## src/rtl/dmem_port_arbiter_pkg.sv

```systemverilog
// Shared types and constants for the two-requester data-memory port arbiter.
// The memory geometry lives here so the interface, the top and the picker all agree on widths.
package dmem_arb_pkg;

   localparam int ADDR_W    = 12;
   localparam int DATA_W    = 32;
   localparam int BE_W      = 4;
   localparam int BURST_LEN = 4;
   localparam int BEAT_W    = $clog2(BURST_LEN);

   typedef enum logic {
      IDLE  = 1'b0,
      ISSUE = 1'b1
   } state_t;

   typedef enum logic {
      OWN_M0 = 1'b0,
      OWN_M1 = 1'b1
   } owner_t;

   typedef struct packed {
      logic              burst;
      logic              wen;
      logic [ADDR_W-1:0] addr;
      logic [BE_W-1:0]   be;
      logic [DATA_W-1:0] di;
   } req_attr_t;

   function automatic owner_t other_owner(input owner_t o);
      return (o == OWN_M0) ? OWN_M1 : OWN_M0;
   endfunction

endpackage

```

## src/rtl/dmem_port_arbiter_if.sv

```systemverilog
// Bundle of both cache request ports plus the D_MEM pins.
// slave = arbiter view, master = environment (caches and memory) view.
interface dmem_port_arbiter_if;
   import dmem_arb_pkg::*;

   logic              M0_REQ,    M1_REQ;
   logic              M0_BURST,  M1_BURST;
   logic              M0_WEN,    M1_WEN;
   logic [ADDR_W-1:0] M0_ADDR,   M1_ADDR;
   logic [BE_W-1:0]   M0_BE,     M1_BE;
   logic [DATA_W-1:0] M0_DI,     M1_DI;
   logic              M0_GNT,    M1_GNT;
   logic              M0_RVALID, M1_RVALID;
   logic [BEAT_W-1:0] M0_BEAT,   M1_BEAT;
   logic              M0_DONE,   M1_DONE;
   logic [DATA_W-1:0] M0_DOUT,   M1_DOUT;

   logic              D_MEM_CSN;
   logic              D_MEM_WEN;
   logic [ADDR_W-1:0] D_MEM_ADDR;
   logic [BE_W-1:0]   D_MEM_BE;
   logic [DATA_W-1:0] D_MEM_DI;
   logic [DATA_W-1:0] D_MEM_DOUT;

   modport slave (
      input  M0_REQ, M0_BURST, M0_WEN, M0_ADDR, M0_BE, M0_DI,
      input  M1_REQ, M1_BURST, M1_WEN, M1_ADDR, M1_BE, M1_DI,
      output M0_GNT, M0_RVALID, M0_BEAT, M0_DONE, M0_DOUT,
      output M1_GNT, M1_RVALID, M1_BEAT, M1_DONE, M1_DOUT,
      output D_MEM_CSN, D_MEM_WEN, D_MEM_ADDR, D_MEM_BE, D_MEM_DI,
      input  D_MEM_DOUT
   );

   modport master (
      output M0_REQ, M0_BURST, M0_WEN, M0_ADDR, M0_BE, M0_DI,
      output M1_REQ, M1_BURST, M1_WEN, M1_ADDR, M1_BE, M1_DI,
      input  M0_GNT, M0_RVALID, M0_BEAT, M0_DONE, M0_DOUT,
      input  M1_GNT, M1_RVALID, M1_BEAT, M1_DONE, M1_DOUT,
      input  D_MEM_CSN, D_MEM_WEN, D_MEM_ADDR, D_MEM_BE, D_MEM_DI,
      output D_MEM_DOUT
   );

endinterface

```

## src/rtl/dmem_port_arbiter_rr2.sv

```systemverilog
// Two-way round-robin picker; grants only while the arbiter is idle.
// The pointer moves away from the owner of a completing transaction.
module dmem_arb_rr2
   import dmem_arb_pkg::*;
(
   input  logic       CLK,
   input  logic       RSTn,
   input  logic [1:0] i_req,
   input  logic       i_en,
   input  logic       i_done,
   input  owner_t     i_done_owner,
   output logic [1:0] o_gnt
);

   owner_t r_ptr;
   owner_t w_ptr_eff;

   // A DONE and a new grant can share a cycle, so the tie-break already sees the moved pointer.
   assign w_ptr_eff = i_done ? other_owner(i_done_owner) : r_ptr;

   always_comb begin
      o_gnt = 2'b00;
      if (i_en) begin
         case (i_req)
            2'b01:   o_gnt = 2'b01;
            2'b10:   o_gnt = 2'b10;
            2'b11:   o_gnt = (w_ptr_eff == OWN_M0) ? 2'b01 : 2'b10;
            default: o_gnt = 2'b00;
         endcase
      end
   end

   always_ff @(posedge CLK or negedge RSTn) begin
      if (!RSTn) begin
         r_ptr <= OWN_M0;
      end else if (i_done) begin
         r_ptr <= other_owner(i_done_owner);
      end
   end

endmodule

```

## src/rtl/dmem_port_arbiter.sv

```systemverilog
// Shares the single-ported data memory between the D-cache (M0) and I-cache refill (M1).
// One transaction at a time: single access or BURST_LEN-word line read, read data returned with a beat tag.
module dmem_port_arbiter
   import dmem_arb_pkg::*;
(
   input logic                CLK,
   input logic                RSTn,
   dmem_port_arbiter_if.slave io_bus
);

   state_t            r_state, w_state_nxt;
   owner_t            r_owner;
   logic [BEAT_W-1:0] r_beat, w_beat_nxt;
   req_attr_t         r_attr, w_req_sel;

   logic [1:0]        w_req, w_gnt;
   logic              w_idle, w_burst_rd, w_last_issue, w_done;
   logic              w_trk0, w_trk1;

   logic              r_trk_vld, r_trk_rd, r_trk_last;
   owner_t            r_trk_owner;
   logic [BEAT_W-1:0] r_trk_beat;

   assign w_req  = {io_bus.M1_REQ, io_bus.M0_REQ};
   assign w_idle = (r_state == IDLE);
   assign w_done = r_trk_vld & r_trk_last;

   dmem_arb_rr2 u_rr2 (
      .CLK          (CLK),
      .RSTn         (RSTn),
      .i_req        (w_req),
      .i_en         (w_idle),
      .i_done       (w_done),
      .i_done_owner (r_trk_owner),
      .o_gnt        (w_gnt)
   );

   always_comb begin
      w_req_sel = '{burst: io_bus.M0_BURST, wen: io_bus.M0_WEN, addr: io_bus.M0_ADDR,
                    be: io_bus.M0_BE, di: io_bus.M0_DI};
      if (w_gnt[1]) begin
         w_req_sel = '{burst: io_bus.M1_BURST, wen: io_bus.M1_WEN, addr: io_bus.M1_ADDR,
                       be: io_bus.M1_BE, di: io_bus.M1_DI};
      end
   end

   // Burst writes are unsupported: a burst with WEN=0 degrades to a plain single write.
   assign w_burst_rd   = r_attr.burst & r_attr.wen;
   assign w_last_issue = !w_burst_rd || (r_beat == BEAT_W'(BURST_LEN - 1));

   always_comb begin
      w_state_nxt = r_state;
      w_beat_nxt  = r_beat;
      case (r_state)
         IDLE: begin
            if (|w_gnt) begin
               w_state_nxt = ISSUE;
               w_beat_nxt  = '0;
            end
         end
         ISSUE: begin
            w_beat_nxt = r_beat + 1'b1;
            if (w_last_issue) begin
               w_state_nxt = IDLE;
            end
         end
         default: w_state_nxt = IDLE;
      endcase
   end

   always_ff @(posedge CLK or negedge RSTn) begin
      if (!RSTn) begin
         r_state <= IDLE;
         r_beat  <= '0;
         r_owner <= OWN_M0;
      end else begin
         r_state <= w_state_nxt;
         r_beat  <= w_beat_nxt;
         if (|w_gnt) begin
            r_owner <= w_gnt[1] ? OWN_M1 : OWN_M0;
         end
      end
   end

   always_ff @(posedge CLK) begin
      if (|w_gnt) begin
         r_attr <= w_req_sel;
      end
   end

   // Return tracker: one entry per issue, seen the cycle the memory presents read data.
   always_ff @(posedge CLK or negedge RSTn) begin
      if (!RSTn) begin
         r_trk_vld   <= 1'b0;
         r_trk_rd    <= 1'b0;
         r_trk_last  <= 1'b0;
         r_trk_owner <= OWN_M0;
         r_trk_beat  <= '0;
      end else if (r_state == ISSUE) begin
         r_trk_vld   <= 1'b1;
         r_trk_rd    <= r_attr.wen;
         r_trk_last  <= w_last_issue;
         r_trk_owner <= r_owner;
         r_trk_beat  <= w_burst_rd ? r_beat : '0;
      end else begin
         r_trk_vld   <= 1'b0;
      end
   end

   always_comb begin
      io_bus.D_MEM_CSN  = 1'b1;
      io_bus.D_MEM_WEN  = 1'b1;
      io_bus.D_MEM_ADDR = '0;
      io_bus.D_MEM_BE   = '0;
      io_bus.D_MEM_DI   = '0;
      if (r_state == ISSUE) begin
         io_bus.D_MEM_CSN = 1'b0;
         if (w_burst_rd) begin
            io_bus.D_MEM_ADDR = {r_attr.addr[ADDR_W-1:BEAT_W], r_beat};
            io_bus.D_MEM_BE   = '1;
         end else begin
            io_bus.D_MEM_WEN  = r_attr.wen;
            io_bus.D_MEM_ADDR = r_attr.addr;
            io_bus.D_MEM_BE   = r_attr.be;
            io_bus.D_MEM_DI   = r_attr.di;
         end
      end
   end

   assign w_trk0 = r_trk_vld & (r_trk_owner == OWN_M0);
   assign w_trk1 = r_trk_vld & (r_trk_owner == OWN_M1);

   assign io_bus.M0_GNT    = w_gnt[0];
   assign io_bus.M1_GNT    = w_gnt[1];
   assign io_bus.M0_RVALID = w_trk0 & r_trk_rd;
   assign io_bus.M1_RVALID = w_trk1 & r_trk_rd;
   assign io_bus.M0_DONE   = w_trk0 & r_trk_last;
   assign io_bus.M1_DONE   = w_trk1 & r_trk_last;
   assign io_bus.M0_BEAT   = w_trk0 ? r_trk_beat : '0;
   assign io_bus.M1_BEAT   = w_trk1 ? r_trk_beat : '0;
   assign io_bus.M0_DOUT   = io_bus.D_MEM_DOUT;
   assign io_bus.M1_DOUT   = io_bus.D_MEM_DOUT;

endmodule

```

## src/flat_wrapper.sv

```systemverilog
// flat-port wrapper written by rule: the top's interface ports become plain ports
module dmem_port_arbiter_flat import dmem_arb_pkg::*;
  (CLK, RSTn, io_bus_M0_REQ, io_bus_M0_BURST, io_bus_M0_WEN, io_bus_M0_ADDR, io_bus_M0_BE, io_bus_M0_DI, io_bus_M1_REQ, io_bus_M1_BURST, io_bus_M1_WEN, io_bus_M1_ADDR, io_bus_M1_BE, io_bus_M1_DI, io_bus_M0_GNT, io_bus_M0_RVALID, io_bus_M0_BEAT, io_bus_M0_DONE, io_bus_M0_DOUT, io_bus_M1_GNT, io_bus_M1_RVALID, io_bus_M1_BEAT, io_bus_M1_DONE, io_bus_M1_DOUT, io_bus_D_MEM_CSN, io_bus_D_MEM_WEN, io_bus_D_MEM_ADDR, io_bus_D_MEM_BE, io_bus_D_MEM_DI, io_bus_D_MEM_DOUT);
  dmem_port_arbiter_if io_bus_i ();
  input logic CLK;
  input logic RSTn;
  input wire logic [$bits(io_bus_i.M0_REQ)-1:0] io_bus_M0_REQ;
  input wire logic [$bits(io_bus_i.M0_BURST)-1:0] io_bus_M0_BURST;
  input wire logic [$bits(io_bus_i.M0_WEN)-1:0] io_bus_M0_WEN;
  input wire logic [$bits(io_bus_i.M0_ADDR)-1:0] io_bus_M0_ADDR;
  input wire logic [$bits(io_bus_i.M0_BE)-1:0] io_bus_M0_BE;
  input wire logic [$bits(io_bus_i.M0_DI)-1:0] io_bus_M0_DI;
  input wire logic [$bits(io_bus_i.M1_REQ)-1:0] io_bus_M1_REQ;
  input wire logic [$bits(io_bus_i.M1_BURST)-1:0] io_bus_M1_BURST;
  input wire logic [$bits(io_bus_i.M1_WEN)-1:0] io_bus_M1_WEN;
  input wire logic [$bits(io_bus_i.M1_ADDR)-1:0] io_bus_M1_ADDR;
  input wire logic [$bits(io_bus_i.M1_BE)-1:0] io_bus_M1_BE;
  input wire logic [$bits(io_bus_i.M1_DI)-1:0] io_bus_M1_DI;
  output wire logic [$bits(io_bus_i.M0_GNT)-1:0] io_bus_M0_GNT;
  output wire logic [$bits(io_bus_i.M0_RVALID)-1:0] io_bus_M0_RVALID;
  output wire logic [$bits(io_bus_i.M0_BEAT)-1:0] io_bus_M0_BEAT;
  output wire logic [$bits(io_bus_i.M0_DONE)-1:0] io_bus_M0_DONE;
  output wire logic [$bits(io_bus_i.M0_DOUT)-1:0] io_bus_M0_DOUT;
  output wire logic [$bits(io_bus_i.M1_GNT)-1:0] io_bus_M1_GNT;
  output wire logic [$bits(io_bus_i.M1_RVALID)-1:0] io_bus_M1_RVALID;
  output wire logic [$bits(io_bus_i.M1_BEAT)-1:0] io_bus_M1_BEAT;
  output wire logic [$bits(io_bus_i.M1_DONE)-1:0] io_bus_M1_DONE;
  output wire logic [$bits(io_bus_i.M1_DOUT)-1:0] io_bus_M1_DOUT;
  output wire logic [$bits(io_bus_i.D_MEM_CSN)-1:0] io_bus_D_MEM_CSN;
  output wire logic [$bits(io_bus_i.D_MEM_WEN)-1:0] io_bus_D_MEM_WEN;
  output wire logic [$bits(io_bus_i.D_MEM_ADDR)-1:0] io_bus_D_MEM_ADDR;
  output wire logic [$bits(io_bus_i.D_MEM_BE)-1:0] io_bus_D_MEM_BE;
  output wire logic [$bits(io_bus_i.D_MEM_DI)-1:0] io_bus_D_MEM_DI;
  input wire logic [$bits(io_bus_i.D_MEM_DOUT)-1:0] io_bus_D_MEM_DOUT;
  assign io_bus_i.M0_REQ = io_bus_M0_REQ;
  assign io_bus_i.M0_BURST = io_bus_M0_BURST;
  assign io_bus_i.M0_WEN = io_bus_M0_WEN;
  assign io_bus_i.M0_ADDR = io_bus_M0_ADDR;
  assign io_bus_i.M0_BE = io_bus_M0_BE;
  assign io_bus_i.M0_DI = io_bus_M0_DI;
  assign io_bus_i.M1_REQ = io_bus_M1_REQ;
  assign io_bus_i.M1_BURST = io_bus_M1_BURST;
  assign io_bus_i.M1_WEN = io_bus_M1_WEN;
  assign io_bus_i.M1_ADDR = io_bus_M1_ADDR;
  assign io_bus_i.M1_BE = io_bus_M1_BE;
  assign io_bus_i.M1_DI = io_bus_M1_DI;
  assign io_bus_M0_GNT = io_bus_i.M0_GNT;
  assign io_bus_M0_RVALID = io_bus_i.M0_RVALID;
  assign io_bus_M0_BEAT = io_bus_i.M0_BEAT;
  assign io_bus_M0_DONE = io_bus_i.M0_DONE;
  assign io_bus_M0_DOUT = io_bus_i.M0_DOUT;
  assign io_bus_M1_GNT = io_bus_i.M1_GNT;
  assign io_bus_M1_RVALID = io_bus_i.M1_RVALID;
  assign io_bus_M1_BEAT = io_bus_i.M1_BEAT;
  assign io_bus_M1_DONE = io_bus_i.M1_DONE;
  assign io_bus_M1_DOUT = io_bus_i.M1_DOUT;
  assign io_bus_D_MEM_CSN = io_bus_i.D_MEM_CSN;
  assign io_bus_D_MEM_WEN = io_bus_i.D_MEM_WEN;
  assign io_bus_D_MEM_ADDR = io_bus_i.D_MEM_ADDR;
  assign io_bus_D_MEM_BE = io_bus_i.D_MEM_BE;
  assign io_bus_D_MEM_DI = io_bus_i.D_MEM_DI;
  assign io_bus_i.D_MEM_DOUT = io_bus_D_MEM_DOUT;
  dmem_port_arbiter u_core (.CLK(CLK), .RSTn(RSTn), .io_bus(io_bus_i));
endmodule
```

## config.mk

```make
export PLATFORM = sky130hd
export DESIGN_NAME = dmem_port_arbiter_flat
export DESIGN_NICKNAME = d
export VERILOG_FILES = /design/src/rtl/dmem_port_arbiter_pkg.sv /design/src/rtl/dmem_port_arbiter_if.sv /design/src/rtl/dmem_port_arbiter_rr2.sv /design/src/rtl/dmem_port_arbiter.sv /design/src/flat_wrapper.sv
export SDC_FILE = /design/constraint.sdc
export NUM_CORES = 1
export LEC_CHECK = 0
export BUFFER_PORTS_ARGS = -buffer_cell sky130_fd_sc_hd__buf_2
export CORE_AREA = 2 2 101 103
export CTS_CLUSTER_DIAMETER = 40
export DETAILED_ROUTE_END_ITERATION = 10
export DIE_AREA = 0 0 103 105
export GPL_TIMING_DRIVEN = 0
export HOLD_SLACK_MARGIN = 0.06
export PLACE_DENSITY_LB_ADDON = 0.25
export SLEW_MARGIN = 20
export SYNTH_ARGS = -nofsm -noshare
export SYNTH_HDL_FRONTEND = slang
export SYNTH_HIERARCHICAL = 1
export SYNTH_SLANG_ARGS = --single-unit
```

## constraint.sdc

```tcl
create_clock -name CLK -period 3 [get_ports CLK]
set_input_delay 0.3 -clock CLK [delete_from_list [all_inputs] [get_ports CLK]]
set_output_delay 0.3 -clock CLK [all_outputs]
set_load 0.005 [all_outputs]
```

# After elaboration in Yosys (flattened, before gate mapping)

Cells that the tools add are included.
W data, S select, Z words.

Memory bits (read-only): 0
Bits in writable memories: 0
Bits in registers: 61
Memories: 0
Latch bits: 0
Word-level logic and storage cells: 58

Add/subtract/negate cells: 1
Multipliers: 0
Magnitude comparators: 0
Div/mod/pow operators: 0
Shifts and indexed selects: 0
Eq/ne operators: 5
Bitwise operators: 10
Multiplexer cells: 25
Reduce and logical (&&, ||, !) cells: 3

Operator list:

| operator              | count |
|---|---|
| $mux W32              | 2 |
| $mux W50              | 1 |
| $mux W2               | 7 |
| $mux W12              | 1 |
| $mux W1               | 9 |
| $and A1 B1 Y1         | 8 |
| $mux W4               | 2 |
| $eq A2 B2 Y1 const B  | 3 |
| $pmux W2 S3           | 1 |
| $pmux W2 S2           | 1 |
| $add A2 B1 Y2 const B | 1 |
| $eq A2 B1 Y1 const B  | 1 |
| $ne A2 B1 Y1 const B  | 1 |
| $not A1 Y1            | 2 |
| $pmux W1 S2           | 1 |
| $reduce_or A2 Y1      | 1 |
| $logic_not A1 Y1      | 1 |
| $logic_or A1 B1 Y1    | 1 |

# Logic depth before layout (Yosys ltp)

Gate-level depths: netlist (run 1).

Depth after elaboration: 8
Depth in mapped cells: 7
Mapped depth without buffers: 6

# Modules after synthesis

The synthesis (run 1) kept the hierarchy.

Modules (own cells, without submodules):

| module            | times used | area each (um^2) | seq. area each (um^2) | cells each |
|---|---|---|---|---|
| dmem_port_arbiter | 1          | 3403.3           | 1751.7                | 271 |
| dmem_arb_rr2      | 1          | 65.1             | 25.0                  | 7 |

# Worst setup path before layout (run 1)

No wires, ideal clock.

Path kind: register to register
From: register u_core.r_trk_vld
To: register u_core/r_attr[0] (netlist name), enable pin
Path buffers: 1
Slack: 0.486 ns
Arrival time: 2.110 ns
Period minus slack after synthesis: 2.514 ns
Required time: 2.595 ns
Cell stages (with the launch flop): 7
Library setup time: 0.405 ns
Path through: dfrtp_1 and2_1 mux2i_2 o211a_1 buf_6 nor2_1 inv_1

Cells in the longest elaborated chain, start to end: 6

RTL lines:

| what                       | RTL line                    | RTL |
|---|---|---|
| start: declaration         | dmem_port_arbiter.sv:20     | `logic r_trk_vld, r_trk_rd, r_trk_last;` |
| start signal: assignment   | dmem_port_arbiter.sv:94     | `r_trk_vld <= 1'b0;` |
| start signal: assignment   | dmem_port_arbiter.sv:100    | `r_trk_vld <= 1'b1;` |
| start signal: assignment   | dmem_port_arbiter.sv:106    | `r_trk_vld <= 1'b0;` |
| $and A1 B1 Y1              | dmem_port_arbiter.sv:26     | `assign w_done = r_trk_vld & r_trk_last;` |
| via u_core.w_done          | dmem_port_arbiter.sv:17     | `logic w_idle, w_burst_rd, w_last_issue, w_done;` |
| $mux W1                    | n/a                         |  |
| via u_core.u_rr2.w_ptr_eff | dmem_port_arbiter_rr2.sv:16 | `owner_t w_ptr_eff;` |
| $mux W2                    | dmem_port_arbiter_rr2.sv:27 | `2'b11: o_gnt = (w_ptr_eff == OWN_M0) ? 2'b01 : 2'b10;` |
| $pmux W2 S3                | dmem_port_arbiter_rr2.sv:24 | `case (i_req)` |
| $mux W2                    | dmem_port_arbiter_rr2.sv:23 | `if (i_en) begin` |
| via io_bus_M1_GNT          | flat_wrapper.sv:24          | `output wire logic [$bits(io_bus_i.M1_GNT)-1:0] io_bus_M1_GNT;` |
| $reduce_or A2 Y1           | dmem_port_arbiter.sv:86     | `if (\|w_gnt) begin` |
| end signal: assignment     | dmem_port_arbiter.sv:87     | `r_attr <= w_req_sel;` |
| end: declaration           | dmem_port_arbiter.sv:14     | `req_attr_t r_attr, w_req_sel;` |

The timed path passes the listed nets, and every way through them passes these cells.
A chain may end at the register's enable or synchronous reset.

# Worst setup path after layout (run 1)

From: register u_core.r_trk_vld
To: register u_core/r_attr[31] (netlist name), enable pin

Cells in the longest elaborated chain, start to end: 6

RTL lines:

| what                       | RTL line |
|---|---|
| $and A1 B1 Y1              | dmem_port_arbiter.sv:26 |
| via u_core.w_done          | dmem_port_arbiter.sv:17 |
| $mux W1                    | n/a |
| via u_core.u_rr2.w_ptr_eff | dmem_port_arbiter_rr2.sv:16 |
| $mux W2                    | dmem_port_arbiter_rr2.sv:27 |
| $pmux W2 S3                | dmem_port_arbiter_rr2.sv:24 |
| $mux W2                    | dmem_port_arbiter_rr2.sv:23 |
| $reduce_or A2 Y1           | dmem_port_arbiter.sv:86 |

The timed path passes the listed nets, and every way through them passes these cells.

==> reports/metrics.yaml, run 1 <==
flow_run:
  maxCapViolCount: 0
clocking:
  ctsHtreeMaxLevel: 3
  cts.repair_timing.setup_buffer_count: 0
  worst_skew_pair.late_latency_ps: 330
  cts_inserted_buffers: 9
  cts_resized: 0
  cts.clk_slew.worst_paths_ps: 70
  ctsHoldBuffers: 1
  cts_tree: "built"
  clock_tree.root_cell: "clkbuf_8"
  tritoncts_num_sinks: 61
  clockBufferDepth: 2
yosys:
  async_flop_share_pct: 18.0
  post-synth-top-area-fraction_pct: 43.3
  yosys_register_bits: 61
  synthesis.nets: 415
  yosysTopAreaCell: "edfxtp_1"
  part_of_the_yosys_area_used_for_sequential_elements_pct: 51.2
  dominant_combinational_cell_family_by_area_after_synthesis: "multiplexers"
  post_synth_and_or_nand_nor_area_fraction_pct: 11.5
  synth_compound_area_share_pct: 3.17
  yosys.area_share.adder_pct: 0.361
  synth_ff_type: "edfxtp_1"
  synth_warnings: 6
  synth_top_cells_by_count: "64 x buf_4, 52 x mux2_2, 50 x edfxtp_1"
  netlist_top_cells_area: "edfxtp_1 43%, mux2_2 17%, buf_4 14%, and2_1 8.5%, dfrtp_1 7.9%"
  syn_area_per_cell_um2: 12.5
  number_of_synthesized_flops_with_an_enable_pin: 50
  yosysUniqueCellTypes: 28
  synthCells: 278
  synth_area_um2: 3470
  post_synth_mux_area_share_pct: 17.3
  post_synth_xor_area_fraction_pct: 0
  synth.most_common_cell: "buf_4"
timing:
  timing.setup.tns_ps: 0
  final_number_of_max_transition_violations: 0
  tightestPinTransition_ps: 585
  rsz0062_at_grt: "no"
  relSlewSlack_pct: 61.0
  post-route-worst-setup-slack_ps: 726
  finalSetupViolCount: 0
  layout_worst_path_cycle_share_pct: 75.8
  max_clock_freq_mhz: 440
  number_of_hold_violations_in_the_final_report: 0
  clock_skew_ps: 5.93
  fin_crit_ps: 2270
global_route:
  grt_start_max_net_pins: 28
  antenna_violations_before_repair: 0
  via_count_of_the_first_global_routing_pass: 2825
  first_pass_grt_wire_length_mm: 13.3
  globalRouteOverflowTotal: 0
  grt.total_usage_pct: 16.1
worst_setup_path:
  arrival_ps: 2300
  worst_r2r_dst: "u_core/r_attr[31]"
  critical_path.startpoint: "u_core/r_trk_vld"
  r2r_cells: 7
  rrSetupSlack_ps: 730
  crit_path_max_fanout: 27
  endpoint: "u_core/r_attr[31]"
  crit-reg2reg-launch: "u_core/r_trk_vld"
  critical_path.endpoint_type: "register"
  criticalPathCategory: "register to register"
  category_of_the_worst_setup_path_launch_point: "register"
  endpoint_required_time_on_the_critical_path_ps: 3020
route:
  route.vias.total: 2825
  detail_route.iter0.violations: 102
  detail_route.drc_violations: 0
  met3RoutedLength_um: 971
  highest_layer: "met4"
  drt_pre_antenna_iters: 3
  totalWireLength_mm: 8.96
  drt-wirelength-per-cell_um: 13.7
  viasPerCell: 4.31
  detail_route.wirelength.met1_mm: 3.28
  met2RoutedLength_mm: 4.56
  route.antenna.remaining_nets: 0
pwr:
  power.combinational.fraction_pct: 40.5
  internal_power_mw: 2.42
  pwr-share-clk_pct: 18.7
  p_seq_share_pct: 40.8
  swShare_pct: 32.0
  p_total_mw: 3.56
  worst_ir_drop_vdd_mv: 0.343
  total_switching_power_mw: 1.14
  power_per_cell_area_nw_per_um2: 714
  leakage_nw: 2.49
placement:
  postPlaceCellArea_um2: 4790
  detailed_place_hpwl_mm: 7.21
  routabilityCongestion: 0.702
  io_buffers: 227
  detailedPlace.worstSlack_ps: 683
die:
  initial_utilization_pct: 36.0
  rows: 36
  ioPinCount: 260
  die-height_um: 105
  core_area_um2: 9640
  fp.dieArea_um2: 10800
  die-width_um: 103
layout:
  finalCoreUtilization_pct: 51.7
  drive_gt1_share_pct: 71.7
  final_design_area_no_fill_um2: 4990
  fin_nets: 655
  antenna_cells: 0
  areaGrowthSynthToFinish_pct: 43.8
hold_path:
  hold_path.class: "primary input to register"
outcome:
  outcome: "finished, final reports clean"
sequential cells by signal, indices dropped and copies added (netlist names):
register,cells
u_core/r_attr,50
u_core/r_beat,2
u_core/r_owner,1
u_core/r_state,1
u_core/r_trk_beat,2
u_core/r_trk_last,1
u_core/r_trk_owner,1
u_core/r_trk_rd,1
u_core/r_trk_vld,1
u_core/u_rr2/r_ptr,1
routing by layer:
| metal | global-route usage [%] | up-vias |
|---|---|---|
| met2 | 28.7 | 156 |
| met5 | 0 | - |
| met4 | 6.39 | 0 |
| li1 | - | 1370 |
| met1 | 17.0 | 1287 |
| met3 | 5.48 | 12 |
through the flow:
| stage | hold slack, ps | std cells |
|---|---|---|
| finish | 266 | 656 |
| global route | 254 | 656 |
| CTS | 245 | 656 |
| detailed placement | 181 | 639 |
| global placement | 176 | 638 |
| floorplan | 4.41 | 278 |
worst max-delay path: stages, from the launching register on:
cell and delay, ps:
dfrtp_1 390, and2_1 170, mux2i_2 280, o211a_1 200, buf_6 140, nor2_1 70, inv_2 450, buf_12 260
cell type report:
cell class / count / area (um2)
multi-input combinational: 134 / 1120
clock inverter: 5 / 35.0
sequential: 61 / 1780
clock buffer: 11 / 151
buffer: 76 / 546
fill: 939 / 4650
timing repair buffer: 229 / 1170
inverter: 7 / 26.3
tap: 133 / 166
worst min-delay path by stage:
stage                                  from                    to  slack, ps  cells past startpoint
after floorplan                        RSTn      u_core/r_beat[0]          4                      0
after global placement                 RSTn  u_core/r_trk_beat[1]        180                      1
after detailed placement               RSTn  u_core/r_trk_beat[1]        180                      1
after CTS                 io_bus_M1_ADDR[9]     u_core/r_attr[45]        250                      2
after global routing        io_bus_M1_DI[4]      u_core/r_attr[4]        250                      2
final                     io_bus_M1_ADDR[9]     u_core/r_attr[45]        270                      2
cell families after synthesis:
group	count (synthesis)
buffers and inverters	83
and+or+nand+nor	64
DFF	61
muxes	53
AOI/OAI and AO/OA	16
adders and majority gates	1
placed cells by master (no fill, tap or decap), types with 2 or more instances in the layout:
| cell | Yosys | routed |
|---|---|---|
| nand2b_1 | 2 | 2 |
| inv_1 | 7 | 6 |
| and2_1 | 47 | 47 |
| clkbuf_8 | 0 | 11 |
| mux2_2 | 52 | 52 |
| nand4_1 | 2 | 2 |
| dfrtp_1 | 11 | 11 |
| nand2_1 | 4 | 4 |
| clkinvlp_4 | 0 | 3 |
| and3_1 | 4 | 4 |
| buf_4 | 64 | 64 |
| edfxtp_1 | 50 | 50 |
| o21a_1 | 5 | 5 |
| buf_2 | 7 | 234 |
| clkbuf_2 | 3 | 3 |
| o21ai_0 | 6 | 6 |
power groups by stage:
stage          Combinational, mW  Sequential (mW)  Clock, mW
2_1_floorplan              0.872             1.44          0
3_3_place_gp                1.43             1.48          0
3_5_place_dp                1.48             1.48          0
4_1_cts                     1.48             1.46      0.694
5_1_grt                     1.61             1.49      0.721
6_report                    1.44             1.45      0.667
Power figures use the tool's default switching activity.
==> inputs of run 2 (changes only) <==
--- a/config.mk
+++ b/config.mk
@@ -5,11 +5,13 @@
 export SDC_FILE = /design/constraint.sdc
 export NUM_CORES = 1
 export LEC_CHECK = 0
+export ABC_AREA = 1
 export BUFFER_PORTS_ARGS = -buffer_cell sky130_fd_sc_hd__buf_2
-export CORE_AREA = 2 2 101 103
+export CORE_ASPECT_RATIO = 1.4
+export CORE_MARGIN = 2
+export CORE_UTILIZATION = 37
 export CTS_CLUSTER_DIAMETER = 40
 export DETAILED_ROUTE_END_ITERATION = 10
-export DIE_AREA = 0 0 103 105
 export GPL_TIMING_DRIVEN = 0
 export HOLD_SLACK_MARGIN = 0.06
 export PLACE_DENSITY_LB_ADDON = 0.25
==> constraint.sdc (replaced) <==
create_clock -name CLK -period 2.05 [get_ports CLK]
set_input_delay 0.205 -clock CLK [delete_from_list [all_inputs] [get_ports CLK]]
set_output_delay 0.205 -clock CLK [all_outputs]
set_load 0.005 [all_outputs]
==> reports/metrics.yaml, run 2 <==
outcome:
  outcome: "finished, violations left"
  violations: "negative setup slack"
die:
  rows: 42
  ioPinCount: 260
  core_area_um2: 9460
  initial_utilization_pct: 37.8
  die-height_um: 120
  fp.dieArea_um2: 10500
  die-width_um: 87.1
timing:
  layout_worst_path_cycle_share_pct: 104
  clock_skew_ps: 5.33
  tightestPinTransition_ps: 550
  fin_crit_ps: 2130
  finalSetupViolCount: 50
  max_clock_freq_mhz: 469
  final_number_of_max_transition_violations: 0
  relSlewSlack_pct: 63.3
  post-route-worst-setup-slack_ps: -81.2
  timing.setup.tns_ps: -3040
  number_of_hold_violations_in_the_final_report: 0
  rsz0062_at_grt: "yes"
yosys:
  post_synth_and_or_nand_nor_area_fraction_pct: 25.9
  synthCells: 450
  netlist_top_cells_area: "edfxtp_1 42%, nand2_1 19%, buf_4 14%, dfrtp_1 7.7%, inv_1 6.1%"
  synthesis.nets: 587
  post_synth_mux_area_share_pct: 0
  synth_ff_type: "edfxtp_1"
  post-synth-top-area-fraction_pct: 42.0
  yosys_register_bits: 61
  yosysUniqueCellTypes: 21
  part_of_the_yosys_area_used_for_sequential_elements_pct: 49.7
  yosys.area_share.adder_pct: 0.350
  syn_area_per_cell_um2: 7.95
  dominant_combinational_cell_family_by_area_after_synthesis: "simple AND/OR/NAND/NOR gates"
  post_synth_xor_area_fraction_pct: 0
  synth_top_cells_by_count: "184 x nand2_1, 65 x buf_4, 58 x inv_1"
  synth_warnings: 6
  synth_compound_area_share_pct: 1.36
  number_of_synthesized_flops_with_an_enable_pin: 50
  async_flop_share_pct: 18.0
  yosysTopAreaCell: "edfxtp_1"
  synth_area_um2: 3580
  synth.most_common_cell: "nand2_1"
clocking:
  cts.clk_slew.worst_paths_ps: 50
  ctsHtreeMaxLevel: 3
  cts_inserted_buffers: 9
  clock_tree.root_cell: "clkbuf_16"
  cts.repair_timing.setup_buffer_count: 0
  worst_skew_pair.late_latency_ps: 320
  clockBufferDepth: 2
  cts_tree: "built"
  tritoncts_num_sinks: 61
route:
  detail_route.drc_violations: 0
  route.antenna.remaining_nets: 0
  totalWireLength_mm: 9.48
  drt_pre_antenna_iters: 4
  detail_route.iter0.violations: 96
  drt-wirelength-per-cell_um: 11.8
  viasPerCell: 4.27
  route.vias.total: 3440
pwr:
  power_per_cell_area_nw_per_um2: 1130
  pwr-share-clk_pct: 22.1
  total_switching_power_mw: 2.08
  power.combinational.fraction_pct: 40.0
  leakage_nw: 3.08
  p_seq_share_pct: 37.9
  internal_power_mw: 3.76
  worst_ir_drop_vdd_mv: 0.434
  swShare_pct: 35.6
global_route:
  antenna_violations_before_repair: 0
  globalRouteOverflowTotal: 0
  grt_start_max_net_pins: 26
  via_count_of_the_first_global_routing_pass: 3323
  first_pass_grt_wire_length_mm: 14.5
  grt.total_usage_pct: 17.9
layout:
  drive_gt1_share_pct: 48.5
  multi_input_comb_area_um2: 1010
  nFillCells: 908
  final_design_area_no_fill_um2: 5160
  areaGrowthSynthToFinish_pct: 44.2
  antenna_cells: 0
  seq_area_um2: 1780
  most-common-layout-cells: "238 x buf_2, 181 x nand2_1, 65 x buf_4"
  fin_nets: 827
  layout.cells.most_common: "buf_2"
  max_flop_register: "u_core/r_attr"
  finalCoreUtilization_pct: 54.6
  registers_with_the_most_flip_flops: "u_core/r_attr (50), u_core/r_beat (2), u_core/r_trk_beat (2)"
  largest_register_ffs: 50
placement:
  detailed_place_hpwl_mm: 7.59
  io_buffers: 227
  postPlaceCellArea_um2: 4880
  routabilityCongestion: 0.800
worst_setup_path:
  timing.critical_path.max_delay_family: "buffers and inverters"
  crit_path_top_delay_cell: "clkinvlp_4"
  crit_path_max_fanout: 25
  critical_path.endpoint_type: "register"
  cell_breakdown_of_the_critical_path: "nand2_2 > inv_2 > o21ai_2 > a21oi_2 > buf_6 > nor2_4 > clkinvlp_4"
  critical_path.max_stage_delay_ps: 520
  endpoint_required_time_on_the_critical_path_ps: 1940
  cp_num_cells: 7
  arrival_ps: 2020
  crit-reg2reg-launch: "u_core/r_trk_vld"
  criticalPathCategory: "register to register"
  critical_path_buf_inv_count: 3
  rrSetupSlack_ps: -80
  category_of_the_worst_setup_path_launch_point: "register"
  r2r_cells: 7
  critical_path.startpoint: "u_core/r_trk_vld"
  endpoint: "u_core/r_attr[24]"
  worst_r2r_dst: "u_core/r_attr[24]"
flow_run:
  maxCapViolCount: 0
hold_path:
  hold_path.class: "primary input to register"
-- run 2: cell types whose count changed in the layout (fill, tap and decap cells not counted), moves of 5 or more --
cell       delta
and2_1       -47
clkbuf_16     +9
clkbuf_8     -11
inv_1        +49
mux2_2       -52
nand2_1     +177
nand3_1       +5
nor2_1       +39
o21a_1        -5
-- run 2: cell families after synthesis --
| family | Yosys count |
|---|---|
| flops | 61 |
| buf+inv | 141 |
| compound gates | 9 |
| fa+ha+maj | 1 |
| simple gates | 238 |
-- run 2: per-stage QoR --
stage               setup WS, ps  cells  hold WS [ps]  power (mW)
floorplan                  -30.5    450         -90.6        3.62
global placement            -473    787          87.8        4.51
detailed placement          -531    787          89.9        4.59
CTS                         -115    805           135        5.93
global route                -261    805           150        6.29
finish                     -81.2    805           143        5.83
-- run 2: worst min-delay path: stages --
cell,delay [ps]
buf_2,70
nand2_1,40
nand2_1,40
-- run 2: layout make-up --
cell class	count	area share (%)
flip-flops and latches	61	34.4
inverters	60	4.44
repair inverters	1	0.145
clock buffers	13	4.65
multi-input cells	248	19.5
well taps	110	2.67
plain buffers	81	11.6
repair buffers	228	22.2
clock inverters	3	0.291
-- run 2: how the worst min path moves through the flow --
stage / from / to / slack [ps] / depth (start not counted)
2_1_floorplan: RSTn / u_core/r_beat[0] / -90 / 0
3_5_place_dp: RSTn / u_core/r_trk_vld / 90 / 1
5_1_grt: io_bus_M0_BE[3] / u_core/r_attr[35] / 150 / 3
3_3_place_gp: RSTn / u_core/u_rr2/r_ptr / 90 / 1
6_report: io_bus_M0_DI[7] / u_core/r_attr[7] / 140 / 3
4_1_cts: io_bus_M0_DI[7] / u_core/r_attr[7] / 130 / 3
-- run 2: timing repair --
item / CTS / global route
cloned: 1 / 0
hold endpoints to repair: 11 / 0
setup endpoints to repair: 50 / 50
resized for setup: 4 / 0
hold buffers: 1 / 0
-- run 2: power groups by stage --
stage	Combinational [mW]	Sequential (mW)	Clock (mW)
2_1_floorplan	1.44	2.18	0
3_3_place_gp	2.30	2.21	0
3_5_place_dp	2.35	2.24	0
4_1_cts	2.39	2.21	1.33
5_1_grt	2.65	2.27	1.37
6_report	2.33	2.21	1.29
-- run 2: metal layers --
| layer | GRT usage (%) | vias up | routed length [um] |
|---|---|---|---|
| met1 | 18.5 | 1493 | 3410 |
| met4 | 9.23 | 0 | 314 |
| li1 | - | 1770 | - |
| met5 | 0 | - | 0 |
| met3 | 3.28 | 22 | 629 |
| met2 | 33.4 | 155 | 5130 |
